`config.mk`:
```
export PLATFORM = sky130hd
export DESIGN_NAME = banco_reg_op
export DESIGN_NICKNAME = d
export VERILOG_FILES = /design/src/rtl/banco_reg_op.sv
export SDC_FILE = /design/constraint.sdc
export NUM_CORES = 1
export LEC_CHECK = 0
export CAP_MARGIN = 20
export CELL_PAD_IN_SITES_DETAIL_PLACEMENT = 1
export CELL_PAD_IN_SITES_GLOBAL_PLACEMENT = 1
export CORE_MARGIN = 2
export CORE_UTILIZATION = 44
export DETAILED_ROUTE_END_ITERATION = 12
export GPL_TIMING_DRIVEN = 0
export PLACE_DENSITY_LB_ADDON = 0.08
export SLEW_MARGIN = 40
export SYNTH_ARGS = -nofsm -noshare
export SYNTH_HDL_FRONTEND = slang
export SYNTH_SLANG_ARGS = --single-unit
```
`constraint.sdc`:
```
create_clock -name clk -period 2.2 [get_ports clk]
set_input_delay 0.44 -clock clk [delete_from_list [all_inputs] [get_ports clk]]
set_output_delay 0.44 -clock clk [all_outputs]
set_load 0.01 [all_outputs]
```
`src/rtl/banco_reg_op.sv`:
```
// Register bank with an integrated add/multiply unit: the result of X op Y is
// written into one of NREGS registers, and SEL reads one register back on R.
module banco_reg_op #(
    parameter int DATA_W = 8,
    parameter int RES_W  = 16,
    parameter int NREGS  = 8,
    localparam int ADDR_W = $clog2(NREGS)
) (
    input  logic              clk,
    input  logic              reset,
    input  logic [DATA_W-1:0] X,
    input  logic [DATA_W-1:0] Y,
    input  logic              C,
    input  logic [ADDR_W-1:0] w_addr,
    input  logic              en_addr,
    input  logic [ADDR_W-1:0] SEL,
    output logic [RES_W-1:0]  R
);

    logic [RES_W-1:0] op;
    logic [NREGS-1:0] we;
    logic [RES_W-1:0] regs [NREGS];

    // Both operands are widened first, so the add keeps its carry in bit DATA_W
    // and the multiply produces the full-width product.
    always_comb begin
        // NOTE: assigning a default first keeps every path driven, so no latch is inferred.
        op = '0;
        if (C) begin
            op = RES_W'(X) * RES_W'(Y);
        end else begin
            op = RES_W'(X) + RES_W'(Y);
        end
    end

    // One-hot write decoder; all zeros when writes are disabled.
    always_comb begin
        we = '0;
        if (en_addr) begin
            we[w_addr] = 1'b1;
        end
    end

    // NOTE: the bank is a small flop array rather than a RAM, so every entry
    // can be cleared asynchronously.
    always_ff @(posedge clk or negedge reset) begin
        if (!reset) begin
            for (int i = 0; i < NREGS; i++) begin
                regs[i] <= '0;
            end
        end else begin
            for (int i = 0; i < NREGS; i++) begin
                // NOTE: non-blocking assignment, so a read in the same cycle sees the old value.
                if (we[i]) begin
                    regs[i] <= op;
                end
            end
        end
    end

    assign R = regs[SEL];

endmodule

```
==> results of run 1 <==
-- cells by family after synthesis --
logic type	after synthesis	synth area share, %
mux	52	12.0
compound gates	179	12.6
flops	128	40.2
simple gates	231	13.3
buf+inv	91	4.35
fa+ha+maj	81	16.2
xor+xnor	11	1.30
-- worst min-delay path: stages (launching register included) --
cell and delay [ns]:
dfrtp_1 0.34, nand2_1 0.05, o21ai_0 0.06
-- routing by layer --
layer  GRT usage (%)  wire [microns]  up-vias
li1                -               -     2870
met1            33.0           10500     3390
met2            53.7           14900      177
met3            3.52             979       45
met4            11.0             683        0
met5               0               0        -
-- area by class of cell --
cell class                 count  area share [%]
buffer                        36            2.58
clock buffer                  19            4.22
clock inverter                13            1.73
inverter                      55            1.93
multi-input combinational    554            48.1
sequential                   128            29.9
tap                          229            2.67
timing repair buffer          86            8.94
-- through the flow --
stage / instance area [sq um] / utilization, %
after floorplan: 8180 / -
after global placement: 8840 / 49.6
after detailed placement: 8880 / 49.8
after CTS: 10400 / 58.3
after global routing: 10700 / 60.1
final: 10700 / 60.1
-- how the worst max path moves through the flow --
stage	from	end	slack [ns]	cells past startpoint
2_1_floorplan	Y[2]	regs[78]	-1.83	14
4_1_cts	Y[5]	regs[46]	-1.80	15
3_3_place_gp	reset	regs[95]	-4.05	1
5_1_grt	Y[4]	regs[44]	-1.90	17
6_report	Y[4]	regs[46]	-1.77	15
3_5_place_dp	Y[4]	regs[75]	-2.99	15
-- cells in the final DEF (no fill, tap or decap), types with 21 or more instances in the layout --
| cell | instances |
|---|---|
| dfrtp_1 | 128 |
| o21ai_0 | 36 |
| nand2_1 | 144 |
| and2_1 | 27 |
| fa_1 | 32 |
| mux4_2 | 32 |
| ha_1 | 29 |
| clkbuf_16 | 21 |
| buf_4 | 31 |
| o21ai_1 | 42 |
| clkbuf_1 | 24 |
| o21ai_2 | 55 |
| inv_1 | 45 |
-- timing repair --
| action | CTS | global route |
|---|---|---|
| setup buffers | 36 | 8 |
| gates resized for setup | 321 | 57 |
| setup endpoints to repair | 136 | 113 |
| hold buffers | 1 | 0 |
| gates cloned | 3 | 0 |
| hold endpoints to repair | 60 | 0 |
| pin swaps | 39 | 20 |
-- cells in the mapped netlist, types with 2 or more instances --
master | number | area (sq um)
nand2_1 | 150 | 563
dfrtp_1 | 128 | 3200
o21ai_0 | 113 | 566
inv_1 | 55 | 206
and2_1 | 46 | 288
ha_1 | 44 | 551
fa_1 | 37 | 741
mux4_2 | 32 | 721
clkbuf_1 | 30 | 113
o21ai_1 | 21 | 105
mux2_2 | 17 | 191
a21oi_1 | 11 | 55.1
a21o_1 | 9 | 67.6
o31ai_1 | 9 | 67.6
nor2_1 | 8 | 30.0
nand3_1 | 6 | 30.0
nor2b_1 | 6 | 37.5
xor2_1 | 6 | 52.6
buf_2 | 4 | 20.0
xnor2_1 | 4 | 35.0
a211oi_1 | 3 | 22.5
nor3_1 | 3 | 15.0
o21a_1 | 3 | 22.5
and4_1 | 2 | 17.5
buf_1 | 2 | 7.51
nand3b_1 | 2 | 15.0
nand4_1 | 2 | 12.5
o211ai_1 | 2 | 15.0
-- report_power, final --
group	internal, uW	leakage, uW	switching [uW]
logic	2680	0.00295	3020
clock network	1960	0.000309	1070
registers	3130	0.00166	471
total	7770	0.00492	4560
==> key figures, run 1 <==
Worst setup path
  – CP Max Fanout: 8
  – CP arrival: 4.23 ns
  – Critical Path Max Stage Delay: around 0.53 ns
  – CP required: 2.46 ns
  – Cell chain of the critical path: buf_8 -> and2_4 -> fa_1 -> fa_1 -> fa_1 -> inv_1 -> fa_1 -> inv_2 -> ha_4 -> and2_4 -> a21o_1 -> a41o_1 -> or3_4 -> nand3_4 -> o21ai_2
  – CP top delay family: adder cells
  – Critical Path Source Type: input pin
  – Worst path most repeated cell: fa_1
  – RR Endpoint: regs[10]
  – CP bufs+invs: 3
  – Critical path type: input pin to flip-flop
  – Slowest-stage cell, CP: fa_1
  – Crit path capture type: flip-flop
  – Worst reg2reg startpoint: regs[10]
  – R2R depth: 3
  – Flop2flop setup slack: around 1.4 ns

STA
  – Post-route worst setup slack: -1.77 ns
  – Worst-Margin Slew: a little over 0.9 ns
  – Period minus WS final: 3.97 ns
  – Setup Viol. Count Final: 108
  – Hold Vio Cnt, Final: 0
  – Setup TNS: -147.96 ns
  – Final max-slew violation count: 0
  – Worst Skew: 0 ns
  – RSZ-0062 raised after global routing: true
  – Fin Hold WS: 0.475 ns
  – Slew headroom: about 39%
  – Achievable Freq: 252 MHz
  – Final Cycle Share: 180%

Placement
  – Cells after DPL: 1041
  – Detail Placement HPWL: ~18 mm
  – Dpl ws: -2.99 ns
  – Placer Congestion: 0.849
  – I/O Buffers: 38

Clock network
  – H-tree depth: 4
  – CTS tree: done
  – Clock Tree Buf Depth: 2
  – Worst-path clk slew: roughly 0.06 ns
  – CTS sink cnt: 128
  – Clk_lat worst skew: slightly above 0.4 ns
  – CTS buffer count: 17
  – Clock root buffer: clkbuf_16

Die
  – Die height: 139 microns
  – # rows: 49
  – Core ar.: 0.0178 sq mm
  – Total die area: 0.0192 sq mm
  – Num ports: 42
  – Die Wd: between 100 and 150 microns
  – Initial core utilization: between 40 and 50%

Job
  – Total of max-cap violations: 0

Route
  – Drt first-iter violations: 325
  – Initial DRT Pass Iterations: 5
  – Antenna Nets Post-Route: 0
  – WL/cell: 24.2 microns
  – Final WL: 27.1 mm
  – Vias: 6482
  – Drt drc: 0
  – Number of vias per cell: a little under 6

Finish
  – Layout cells sized above 1: 35.8%
  – Area added between synthesis and finish: 34.5%
  – Largest regs: regs (128)
  – Register area: 0.00320 sq mm
  – Antenna cell count: 0
  – Multi-input gate area: 0.00515 sq mm
  – Biggest register: regs
  – Layout fillers: 1876
  – Final nets: 985
  – Max FFs per register: 128
  – Fin cells: 1120

Synth
  – Top_reg_cell synth: dfrtp_1
  – Seq/Total Area, Yosys: about two fifths
  – Cell area after synthesis: 0.00797 sq mm
  – Flops & latches, synth: around 130
  – Async set-or-reset flop fraction in the synthesized netlist: 100%
  – Distinct cells, synth: 46
  – Syn nets: 880
  – YS warnings: 0
  – Syn Inst Count: about 770
  – EDFF count, synth: 0
  – Syn_area_per_cell: between 10 and 15 sq um

Hold path
  – HP Start: regs[19]
  – Hold WC Path Type: flip-flop to flip-flop
  – Hold path depth: 2
  – Worst Hold End: regs[19]

Global route
  – Vias in the first global route: 7402
  – Initial antenna violation count: 0
  – First-pass GRT wire length: between 40 and 50 mm
  – Largest net degree at the start of global routing: 69
  – Grt total ovfl: 0
  – Gr usage total: between 20% and 30%

Power
  – P_leak: approximately 0.0049 uW
  – Pwr Total: 12300 uW
  – Max VDD drop: 0.705 mV
  – Cell Pwr Density: 1150 mW/mm^2

Outcome
  – Failing checks: negative setup slack
  – Outcome: complete, but fails checks
No activity file was read; power rests on OpenSTA's default activity.
==> run 2: changes to the inputs <==
ABC_CLOCK_PERIOD_IN_PS = 2200   (was default)
==> results of run 2 <==
The final DEF is identical to that of run 1; final timing and power are the same.
